**config.mk**
```make
export PLATFORM = sky130hd
export DESIGN_NAME = instruction_decoder_core_flat
export DESIGN_NICKNAME = d
export VERILOG_FILES = /design/src/rtl/instruction_decoder_core_if.sv /design/src/rtl/instruction_decoder_core.sv /design/src/flat_wrapper.sv
export SDC_FILE = /design/constraint.sdc
export NUM_CORES = 1
export LEC_CHECK = 0
export CORE_UTILIZATION = 41
export DETAILED_ROUTE_END_ITERATION = 7
export PLACE_DENSITY_LB_ADDON = 0.3
export SYNTH_ARGS = -nofsm -noshare
export SYNTH_HDL_FRONTEND = slang
export SYNTH_SLANG_ARGS = --single-unit
```
**constraint.sdc**
```tcl
create_clock -name clk -period 1.1 [get_ports clk]
set_clock_uncertainty 0.2 [all_clocks]
set_input_delay 0.11 -clock clk [delete_from_list [all_inputs] [get_ports clk]]
set_output_delay 0.11 -clock clk [all_outputs]
set_load 0.05 [all_outputs]
```
**src/rtl/instruction_decoder_core_if.sv**
```systemverilog
`default_nettype none
// ============================================================================
//  Module      : instruction_decoder_core_if
//  Description : Bundle for the instruction decoder. It carries the raw
//                instruction with its valid strobe, and the registered
//                decoded fields and control flags.
//  Revision    : 1.0 - initial release
// ============================================================================
interface instruction_decoder_core_if;

  // Instruction side
  logic        in_valid;
  logic [31:0] instruction;

  // Decoded side
  logic        out_valid;
  logic [4:0]  opcode;
  logic [4:0]  rd;
  logic [4:0]  rs;
  logic [4:0]  rt;
  logic [11:0] literal;
  logic [3:0]  alu_op;
  logic        is_immediate;
  logic        reg_write_enable;
  logic        is_float;
  logic        illegal;

  // Instruction source and decode consumer
  modport master (
    output in_valid,
    output instruction,
    input  out_valid,
    input  opcode,
    input  rd,
    input  rs,
    input  rt,
    input  literal,
    input  alu_op,
    input  is_immediate,
    input  reg_write_enable,
    input  is_float,
    input  illegal
  );

  // Decoder
  modport slave (
    input  in_valid,
    input  instruction,
    output out_valid,
    output opcode,
    output rd,
    output rs,
    output rt,
    output literal,
    output alu_op,
    output is_immediate,
    output reg_write_enable,
    output is_float,
    output illegal
  );

endinterface
`default_nettype wire

```
**src/rtl/instruction_decoder_core.sv**
```systemverilog
`default_nettype none
// ============================================================================
//  Module      : instruction_decoder_core
//  Description : Single-stage registered instruction decoder. Splits a
//                32-bit instruction into opcode/rd/rs/rt/literal fields and
//                derives ALU operation, immediate select, register write
//                enable, float flag and illegal flag. One-cycle latency,
//                one decode per cycle, outputs hold while in_valid is low.
//  Config      : DECODER_FLOAT_EN - when defined, opcodes 0x14-0x17 decode
//                as floating-point ops; otherwise they are illegal and
//                is_float is tied to 0.
//  Revision    : 1.0 - initial release
// ============================================================================
module instruction_decoder_core (
  input  wire                          clk,
  input  wire                          rst_n,
  instruction_decoder_core_if.slave    bus
);

  // --------------------------------------------------------------------------
  // ALU operation codes
  // --------------------------------------------------------------------------
  localparam logic [3:0] ALU_ADD      = 4'd0;
  localparam logic [3:0] ALU_SUB      = 4'd1;
  localparam logic [3:0] ALU_MUL      = 4'd2;
  localparam logic [3:0] ALU_DIV      = 4'd3;
  localparam logic [3:0] ALU_AND      = 4'd4;
  localparam logic [3:0] ALU_OR       = 4'd5;
  localparam logic [3:0] ALU_XOR      = 4'd6;
  localparam logic [3:0] ALU_NOT      = 4'd7;
  localparam logic [3:0] ALU_SHR      = 4'd8;
  localparam logic [3:0] ALU_SHL      = 4'd9;
  localparam logic [3:0] ALU_PASS_RS  = 4'd10;
  localparam logic [3:0] ALU_PASS_LIT = 4'd11;
`ifdef DECODER_FLOAT_EN
  localparam logic [3:0] ALU_FADD     = 4'd12;
  localparam logic [3:0] ALU_FSUB     = 4'd13;
  localparam logic [3:0] ALU_FMUL     = 4'd14;
  localparam logic [3:0] ALU_FDIV     = 4'd15;
`endif

  // --------------------------------------------------------------------------
  // Field extraction (applies to every opcode, legal or not)
  // --------------------------------------------------------------------------
  logic [4:0]  fld_opcode;
  logic [4:0]  fld_rd;
  logic [4:0]  fld_rs;
  logic [4:0]  fld_rt;
  logic [11:0] fld_literal;

  assign fld_opcode  = bus.instruction[31:27];
  assign fld_rd      = bus.instruction[26:22];
  assign fld_rs      = bus.instruction[21:17];
  assign fld_rt      = bus.instruction[16:12];
  assign fld_literal = bus.instruction[11:0];

  // --------------------------------------------------------------------------
  // Control decode
  // --------------------------------------------------------------------------
  logic [3:0] dec_alu_op;
  logic       dec_is_immediate;
  logic       dec_reg_write_enable;
  logic       dec_illegal;
`ifdef DECODER_FLOAT_EN
  logic       dec_is_float;
`endif

  // Opcode to control-flag lookup; anything unlisted is illegal with all flags clear
  always_comb begin
    dec_alu_op           = ALU_ADD;
    dec_is_immediate     = 1'b0;
    dec_reg_write_enable = 1'b0;
    dec_illegal          = 1'b0;
`ifdef DECODER_FLOAT_EN
    dec_is_float         = 1'b0;
`endif
    case (fld_opcode)
      // Logic and shift group, all write rd
      5'h00: begin dec_alu_op = ALU_AND; dec_reg_write_enable = 1'b1; end
      5'h01: begin dec_alu_op = ALU_OR;  dec_reg_write_enable = 1'b1; end
      5'h02: begin dec_alu_op = ALU_XOR; dec_reg_write_enable = 1'b1; end
      5'h03: begin dec_alu_op = ALU_NOT; dec_reg_write_enable = 1'b1; end
      5'h04: begin dec_alu_op = ALU_SHR; dec_reg_write_enable = 1'b1; end
      5'h05: begin
        dec_alu_op           = ALU_SHR;
        dec_is_immediate     = 1'b1;
        dec_reg_write_enable = 1'b1;
      end
      5'h06: begin dec_alu_op = ALU_SHL; dec_reg_write_enable = 1'b1; end
      5'h07: begin
        dec_alu_op           = ALU_SHL;
        dec_is_immediate     = 1'b1;
        dec_reg_write_enable = 1'b1;
      end
      // Branch/call/return/privileged: address add, no register write
      5'h08, 5'h09, 5'h0B, 5'h0C, 5'h0D, 5'h0E, 5'h0F: begin
        dec_alu_op = ALU_ADD;
      end
      5'h0A: begin
        dec_alu_op       = ALU_ADD;
        dec_is_immediate = 1'b1;
      end
      // Memory and move group
      5'h10: begin
        dec_alu_op           = ALU_ADD;
        dec_is_immediate     = 1'b1;
        dec_reg_write_enable = 1'b1;
      end
      5'h11: begin dec_alu_op = ALU_PASS_RS; dec_reg_write_enable = 1'b1; end
      5'h12: begin
        dec_alu_op           = ALU_PASS_LIT;
        dec_is_immediate     = 1'b1;
        dec_reg_write_enable = 1'b1;
      end
      5'h13: begin
        dec_alu_op       = ALU_ADD;
        dec_is_immediate = 1'b1;
      end
`ifdef DECODER_FLOAT_EN
      // Floating-point group
      5'h14: begin
        dec_alu_op = ALU_FADD; dec_is_float = 1'b1; dec_reg_write_enable = 1'b1;
      end
      5'h15: begin
        dec_alu_op = ALU_FSUB; dec_is_float = 1'b1; dec_reg_write_enable = 1'b1;
      end
      5'h16: begin
        dec_alu_op = ALU_FMUL; dec_is_float = 1'b1; dec_reg_write_enable = 1'b1;
      end
      5'h17: begin
        dec_alu_op = ALU_FDIV; dec_is_float = 1'b1; dec_reg_write_enable = 1'b1;
      end
`endif
      // Integer arithmetic group
      5'h18: begin dec_alu_op = ALU_ADD; dec_reg_write_enable = 1'b1; end
      5'h19: begin
        dec_alu_op           = ALU_ADD;
        dec_is_immediate     = 1'b1;
        dec_reg_write_enable = 1'b1;
      end
      5'h1A: begin dec_alu_op = ALU_SUB; dec_reg_write_enable = 1'b1; end
      5'h1B: begin
        dec_alu_op           = ALU_SUB;
        dec_is_immediate     = 1'b1;
        dec_reg_write_enable = 1'b1;
      end
      5'h1C: begin dec_alu_op = ALU_MUL; dec_reg_write_enable = 1'b1; end
      5'h1D: begin dec_alu_op = ALU_DIV; dec_reg_write_enable = 1'b1; end
      // 0x1E, 0x1F (and 0x14-0x17 without float support)
      default: begin
        dec_alu_op  = ALU_ADD;
        dec_illegal = 1'b1;
      end
    endcase
  end

  // --------------------------------------------------------------------------
  // Output registers
  // --------------------------------------------------------------------------
  logic        out_valid_d,        out_valid_q;
  logic [4:0]  opcode_d,           opcode_q;
  logic [4:0]  rd_d,               rd_q;
  logic [4:0]  rs_d,               rs_q;
  logic [4:0]  rt_d,               rt_q;
  logic [11:0] literal_d,          literal_q;
  logic [3:0]  alu_op_d,           alu_op_q;
  logic        is_immediate_d,     is_immediate_q;
  logic        reg_write_enable_d, reg_write_enable_q;
  logic        illegal_d,          illegal_q;
`ifdef DECODER_FLOAT_EN
  logic        is_float_d,         is_float_q;
`endif

  // Capture a fresh decode on in_valid, otherwise hold; out_valid tracks in_valid
  always_comb begin
    out_valid_d        = bus.in_valid;
    opcode_d           = opcode_q;
    rd_d               = rd_q;
    rs_d               = rs_q;
    rt_d               = rt_q;
    literal_d          = literal_q;
    alu_op_d           = alu_op_q;
    is_immediate_d     = is_immediate_q;
    reg_write_enable_d = reg_write_enable_q;
    illegal_d          = illegal_q;
`ifdef DECODER_FLOAT_EN
    is_float_d         = is_float_q;
`endif
    if (bus.in_valid) begin
      opcode_d           = fld_opcode;
      rd_d               = fld_rd;
      rs_d               = fld_rs;
      rt_d               = fld_rt;
      literal_d          = fld_literal;
      alu_op_d           = dec_alu_op;
      is_immediate_d     = dec_is_immediate;
      reg_write_enable_d = dec_reg_write_enable;
      illegal_d          = dec_illegal;
`ifdef DECODER_FLOAT_EN
      is_float_d         = dec_is_float;
`endif
    end
  end

  // State register with asynchronous clear of every output
  always_ff @(posedge clk or negedge rst_n) begin
    if (!rst_n) begin
      out_valid_q        <= 1'b0;
      opcode_q           <= 5'd0;
      rd_q               <= 5'd0;
      rs_q               <= 5'd0;
      rt_q               <= 5'd0;
      literal_q          <= 12'd0;
      alu_op_q           <= 4'd0;
      is_immediate_q     <= 1'b0;
      reg_write_enable_q <= 1'b0;
      illegal_q          <= 1'b0;
`ifdef DECODER_FLOAT_EN
      is_float_q         <= 1'b0;
`endif
    end else begin
      out_valid_q        <= out_valid_d;
      opcode_q           <= opcode_d;
      rd_q               <= rd_d;
      rs_q               <= rs_d;
      rt_q               <= rt_d;
      literal_q          <= literal_d;
      alu_op_q           <= alu_op_d;
      is_immediate_q     <= is_immediate_d;
      reg_write_enable_q <= reg_write_enable_d;
      illegal_q          <= illegal_d;
`ifdef DECODER_FLOAT_EN
      is_float_q         <= is_float_d;
`endif
    end
  end

  // --------------------------------------------------------------------------
  // Output drive
  // --------------------------------------------------------------------------
  assign bus.out_valid        = out_valid_q;
  assign bus.opcode           = opcode_q;
  assign bus.rd               = rd_q;
  assign bus.rs               = rs_q;
  assign bus.rt               = rt_q;
  assign bus.literal          = literal_q;
  assign bus.alu_op           = alu_op_q;
  assign bus.is_immediate     = is_immediate_q;
  assign bus.reg_write_enable = reg_write_enable_q;
  assign bus.illegal          = illegal_q;
`ifdef DECODER_FLOAT_EN
  assign bus.is_float         = is_float_q;
`else
  assign bus.is_float         = 1'b0;
`endif

endmodule
`default_nettype wire

```
**src/flat_wrapper.sv**
```systemverilog
// flat-port wrapper written by rule: the top's interface ports become plain ports
module instruction_decoder_core_flat 
  (clk, rst_n, bus_in_valid, bus_instruction, bus_out_valid, bus_opcode, bus_rd, bus_rs, bus_rt, bus_literal, bus_alu_op, bus_is_immediate, bus_reg_write_enable, bus_is_float, bus_illegal);
  instruction_decoder_core_if bus_i ();
  input  wire clk;
  input  wire rst_n;
  input wire logic [$bits(bus_i.in_valid)-1:0] bus_in_valid;
  input wire logic [$bits(bus_i.instruction)-1:0] bus_instruction;
  output wire logic [$bits(bus_i.out_valid)-1:0] bus_out_valid;
  output wire logic [$bits(bus_i.opcode)-1:0] bus_opcode;
  output wire logic [$bits(bus_i.rd)-1:0] bus_rd;
  output wire logic [$bits(bus_i.rs)-1:0] bus_rs;
  output wire logic [$bits(bus_i.rt)-1:0] bus_rt;
  output wire logic [$bits(bus_i.literal)-1:0] bus_literal;
  output wire logic [$bits(bus_i.alu_op)-1:0] bus_alu_op;
  output wire logic [$bits(bus_i.is_immediate)-1:0] bus_is_immediate;
  output wire logic [$bits(bus_i.reg_write_enable)-1:0] bus_reg_write_enable;
  output wire logic [$bits(bus_i.is_float)-1:0] bus_is_float;
  output wire logic [$bits(bus_i.illegal)-1:0] bus_illegal;
  assign bus_i.in_valid = bus_in_valid;
  assign bus_i.instruction = bus_instruction;
  assign bus_out_valid = bus_i.out_valid;
  assign bus_opcode = bus_i.opcode;
  assign bus_rd = bus_i.rd;
  assign bus_rs = bus_i.rs;
  assign bus_rt = bus_i.rt;
  assign bus_literal = bus_i.literal;
  assign bus_alu_op = bus_i.alu_op;
  assign bus_is_immediate = bus_i.is_immediate;
  assign bus_reg_write_enable = bus_i.reg_write_enable;
  assign bus_is_float = bus_i.is_float;
  assign bus_illegal = bus_i.illegal;
  instruction_decoder_core u_core (.clk(clk), .rst_n(rst_n), .bus(bus_i));
endmodule
```
# After elaboration in Yosys (flattened, before gate mapping)
# Index checks and enable logic that the tools add are counted.
[word_totals]
inputBits = 35
memories = 0
latchBits = 0
out_inout_bits = 41
ram_bits = 0
romBits = 0
reg_bits = 40
elab_cells = 46
[classes]
eq_ne = 25
mul = 0
div_mod_pow = 0
addsub = 0
bitwise_logic = 0
reduce_logical = 7
magnitude_cmp = 0
shift = 0
n_mux = 4
[ops]
columns = ["op", "count"]
rows = [
  ["5-bit == test (second input constant)", 10],
  ["4-bit case mux with 11 select lines", 1],
  ["5-bit by 4-bit == test with 1-bit output (second input constant)", 8],
  ["26-bit OR reduction", 1],
  ["5-bit by 3-bit == test with 1-bit output (second input constant)", 4],
  ["17-bit OR reduction", 1],
  ["5-bit by 2-bit == test with 1-bit output (second input constant)", 2],
  ["8-bit OR reduction", 1],
  ["2-bit OR reduction", 3],
  ["5-bit by 1-bit == test with 1-bit output (second input constant)", 1],
  ["5-bit zero test", 1],
  ["1-bit 2-to-1 mux", 3],
]

# Longest topological paths before layout
[logic_depth]
ltp_word = 3
mapped_depth = 4
mapped_depth_nobuf = 3

# Least setup slack after synthesis
# Ideal clock, no wire load.
[synth_path]
path_kind = "flip-flop to flip-flop"
from = "reg, netlist name u_core.bus.alu_op[3]"
to = "reg u_core.alu_op_q[3] (netlist: u_core.bus.alu_op[3])"
arrival_time_ns = 0.941
slack_ns = -0.161
path_buffers = 0
setup_time_ns = 0.120
path_stages_with_launch = 3
t_required_ns = 0.780
period_less_slack_ns = 1.261
cell_sequence = "dfrtp_1 nor2b_1 a31o_2"
[synth_rtl]
columns = ["element", "line", "rtl"]
rows = [
  ["end signal, assigned", "instruction_decoder_core.sv:228", "alu_op_q <= alu_op_d;"],
  ["end, declared", "instruction_decoder_core.sv:166", "logic [3:0] alu_op_d, alu_op_q;"],
]

# Worst setup path after layout
[layout_path]
from = "reg u_core.rd_q[0] (netlist: u_core.bus.rd[0])"
to = "out bus_rd[0]"
[layout_rtl]
columns = ["element", "line", "rtl"]
rows = [
  ["start, declared", "instruction_decoder_core.sv:162", "logic [4:0] rd_d, rd_q;"],
  ["start signal, assigned", "instruction_decoder_core.sv:224", "rd_q <= rd_d;"],
  ["end, declared", "flat_wrapper.sv:11", "output wire logic [$bits(bus_i.rd)-1:0] bus_rd;"],
]
# No word-level cell between the ends.

==> tab_implementation.tex <==
\begin{tabular}{lr}
\hline
Metric & Value \\
\hline
\multicolumn{2}{l}{\textbf{Power and ir drop}} \\
\quad Internal power of the cells & 3.17 mW \\
\quad Switching part of the total & 0.314 \\
\quad Part of the power in registers & 0.390 \\
\quad Share of total power in the clock network & 0.254 \\
\quad Psw & 1.45 mW \\
\quad Peak supply drop & 1.25 mV \\
\quad Leak Pwr & 1.36 nW \\
\quad Power density over cell area & 1450 nW/µm² \\
\quad Combinational fraction of design power & 0.356 \\
\multicolumn{2}{l}{\textbf{GRT}} \\
\quad Global-route met1 utilization & 0.228 \\
\quad Remaining global-route overflow & 0 \\
\quad Number of global-route vias before repair & 1405 \\
\quad Maximum number of pins on one net before global-route repair & 41 \\
\quad Most congested layer reported by global routing & met2 \\
\quad Met2 Usage GRT & 0.390 \\
\quad Global-route wire length before repair & 6820 µm \\
\quad Global-route met3 utilization & 0.0966 \\
\quad Number of antenna violations at the first check in global routing & 0 \\
\quad Overall routing resource usage & 0.220 \\
\multicolumn{2}{l}{\textbf{Cells and area}} \\
\quad Nets@finish & 252 \\
\quad Top library cells by usage in the layout, fill and taps aside & buf\_12 (41), dfrtp\_2 (34), mux2\_2 (32) \\
\quad Count of non-filler cells in the finished layout & 266 \\
\quad Most common library cell in the layout ignoring fill and taps & buf\_12 \\
\quad FILL cells & 189 \\
\quad Fraction of final layout cells sized beyond drive strength 1 & 0.670 \\
\quad Area growth syn-to-layout & 89.2\% \\
\quad Final instance area & 3190 µm² \\
\quad Antenna Cells & 0 \\
\multicolumn{2}{l}{\textbf{Logic synthesis}} \\
\quad Synthesized area per cell & 13.7 µm² \\
\quad Synth top area share & 0.593 \\
\quad Number of warnings reported in the yosys synthesis log & 0 \\
\quad Post-synthesis share of cell area spent on full adders, half adders and majority gates & 0 \\
\quad Sequential cell area fraction in the yosys report & 0.593 \\
\quad Main combinational cell family by area after synthesis & multiplexers \\
\quad Cell taking the most area after synthesis & dfrtp\_1 \\
\quad Biggest area contributors in the synthesized netlist & dfrtp\_1 (59\%), mux2\_2 (22\%), buf\_2 (2.1\%) \\
\quad Count of mapped cells out of synthesis & 123 \\
\quad Basic-gate share of the synthesized area counting and, or, nand and nor cells & 0.0504 \\
\quad Syn\_nets & 158 \\
\quad Number of distinct library cells after synthesis & 32 \\
\quad Multiplexer fraction of the synthesized cell area & 0.226 \\
\quad Xor/xnor cell area share of the yosys netlist & 0.00519 \\
\quad Fraction of the mapped netlist area in compound gates & 0.0749 \\
\quad Area of the mapped netlist & 1690 µm² \\
\quad Fraction of synthesis flops using an asynchronous set or reset pin & 1.00 \\
\quad Seq cells post-synth & 40 \\
\quad Prevailing post-synth register cell & dfrtp\_1 \\
\quad Count of flip-flops with a built-in enable after synthesis & 0 \\
\multicolumn{2}{l}{\textbf{STA}} \\
\quad Final hold violation count & 0 \\
\quad Setup Viol. Count Final & 41 \\
\quad Share of the cycle needed by the critical path after routing & 1.10 \\
\quad Setup WS post-layout & -112 ps \\
\quad Number of pins exceeding their max-slew limit in the final report & 0 \\
\quad Period minus WS final & 1210 ps \\
\quad Total Neg Setup Slack & -3410 ps \\
\quad FMAX & 0.825 GHz \\
\quad Worst hold-check slack & 7.27 ps \\
\quad RSZ-0062 raised after global routing & yes \\
\multicolumn{2}{l}{\textbf{Clocking}} \\
\quad Clock Latency Late Sink & 290 ps \\
\quad Clk buf depth & 2 \\
\quad TritonCTS buffer count & 5 \\
\quad H-Tree Depth & 2 \\
\quad Cell chosen for the clock root & clkbuf\_8 \\
\quad CTS tree & yes \\
\quad CTS Sinks & 40 \\
\quad Clk pin slew, worst setup/hold paths & 80 ps \\
\multicolumn{2}{l}{\textbf{Setup path}} \\
\quad Highest fanout seen on the critical path & 2 \\
\quad Critical Path Sink Type & primary output \\
\quad Crit path DAT & 900 ps \\
\quad Crit path buf inv count & 1 \\
\quad Cells along the critical path & buf\_12 \\
\quad Critical path class & reg2out \\
\quad Kind of cell adding the most delay to the critical path & flip-flops \\
\quad Crit path max-delay cell type & dfrtp\_2 \\
\quad Source of the worst register-to-register timing path & u\_core.bus.literal[11] \\
\quad WP data required & 790 ps \\
\quad Critical path launch point & u\_core.bus.rd[0] \\
\quad Critical Path Start Type & flip-flop \\
\quad Biggest cell delay along the critical path & 440 ps \\
\multicolumn{2}{l}{\textbf{Route}} \\
\quad \# DRC & 0 \\
\quad Antenna Violating Nets Remaining & 0 \\
\quad Total wire length after detailed routing & 4750 µm \\
\quad Vias post-DR & 1383 \\
\quad DRC marker count from the first detailed-route iteration & 40 \\
\quad Number of search-and-repair iterations in the first detailed-routing pass & 4 \\
\quad Drt via density & 5.20 \\
\quad Wire length per cell after detailed routing & 17.9 µm \\
\multicolumn{2}{l}{\textbf{Placed design}} \\
\quad Placed inst area & 3000 µm² \\
\quad Post-place setup slack & -653 ps \\
\quad HPWL Detailed & 3340 µm \\
\quad Cell count after placement & 250 \\
\quad Number of buffers added on ports & 74 \\
\quad Placer Congestion & 0.900 \\
\multicolumn{2}{l}{\textbf{Die}} \\
\quad Height of the chip & 66.1 µm \\
\quad Die area & 4370 µm² \\
\quad Std cell rows & 22 \\
\quad Initial core utilization & 0.444 \\
\quad Core area & 3800 µm² \\
\quad X dimension of the die & 66.1 µm \\
\quad Number of top-level pins & 76 \\
\multicolumn{2}{l}{\textbf{Outcome}} \\
\quad Violations in the final reports & setup timing \\
\quad Status & finished, violations left \\
\multicolumn{2}{l}{\textbf{Worst hold path}} \\
\quad Min-delay worst type & in2reg \\
\quad Startpoint of the lowest-slack hold path & bus\_in\_valid \\
\multicolumn{2}{l}{\textbf{Run}} \\
\quad Reported max-cap violation count & 0 \\
\hline
\end{tabular}
## stage by stage
| step | total power, mW | utilization |
|---|---|---|
| final | 4.62 | 0.840 |
| after global routing | 4.76 | 0.840 |
| after global placement | 3.39 | 0.789 |
| after detailed placement | 3.44 | 0.789 |
| after floorplan | 2.49 | - |
| after CTS | 4.63 | 0.831 |
## repair_timing
item,4_1_cts,5_1_grt
hold buffers,2,1
endpoints found under the setup margin,48,44
hold endpoints to repair,43,2
resized for setup,8,13
cloned,1,0
setup buffers,4,1
pin swaps,3,2
## cells in the mapped netlist, drive strengths merged, types with 2 or more instances
cell type	number
nor3	2
o2111ai	2
o21ai	3
nor2	2
nand2b	3
nor2b	2
buf	10
a21boi	2
inv	5
dfrtp	40
a31oi	2
mux2	33
## power by group through the flow
| stage | sequential [mW] | clock (mW) | combinational, mW |
|---|---|---|---|
| detailed placement | 1.83 | 0 | 1.61 |
| global placement | 1.81 | 0 | 1.57 |
| floorplan | 2.25 | 0 | 0.244 |
| global route | 1.82 | 1.24 | 1.71 |
| CTS | 1.80 | 1.20 | 1.63 |
| finish | 1.80 | 1.17 | 1.65 |
## sequential cells by signal (all words and copies together), names as in the netlist
| signal | cells |
|---|---|
| u_core.bus.reg_write_enable | 1 |
| u_core.bus.rt | 5 |
| u_core.bus.literal | 12 |
| u_core.bus.alu_op | 4 |
| u_core.bus.out_valid | 1 |
| u_core.bus.rs | 5 |
| u_core.bus.opcode | 5 |
| u_core.bus.is_immediate | 1 |
| u_core.bus.rd | 5 |
| u_core.bus.illegal | 1 |
## path summary, 6_finish.rpt
check	to	cells after the start	slack, ps
min	u_core.bus.literal[5]	2	7
min reg2reg	u_core.bus.literal[8]	1	360
max in group asynchronous	u_core.bus.literal[4]	3	330
max reg2reg	u_core.bus.literal[11]	2	-30
max	bus_rd[0]	1	-110
min in group asynchronous	u_core.bus.out_valid	3	150
## layout make-up
type | count | area [µm²] | area share
Multi-Input combinational cell | 67 | 637 | 0.200
Inverter | 5 | 18.8 | 0.00588
Clock buffer | 6 | 72.6 | 0.0227
Tap cell | 48 | 60.1 | 0.0188
Timing Repair Buffer | 98 | 1320 | 0.415
Sequential cell | 40 | 1040 | 0.327
Clock inverter | 2 | 35.0 | 0.0110
## metal layers
layer  routed length, µm  share of wire
met1                1580           0.33
met5                   0              0
met2                2660           0.56
met3                 380          0.080
met4                 133          0.028
## logic make-up (layout without fill, tap and decap cells)
family | after synthesis | count (layout)
other cells | 1 | 1
flops | 40 | 40
compound gates | 17 | 17
buf+inv | 16 | 111
simple gates | 14 | 14
xor+xnor | 1 | 1
mux | 34 | 34
Note: power is estimated with default switching activity, not from simulation.
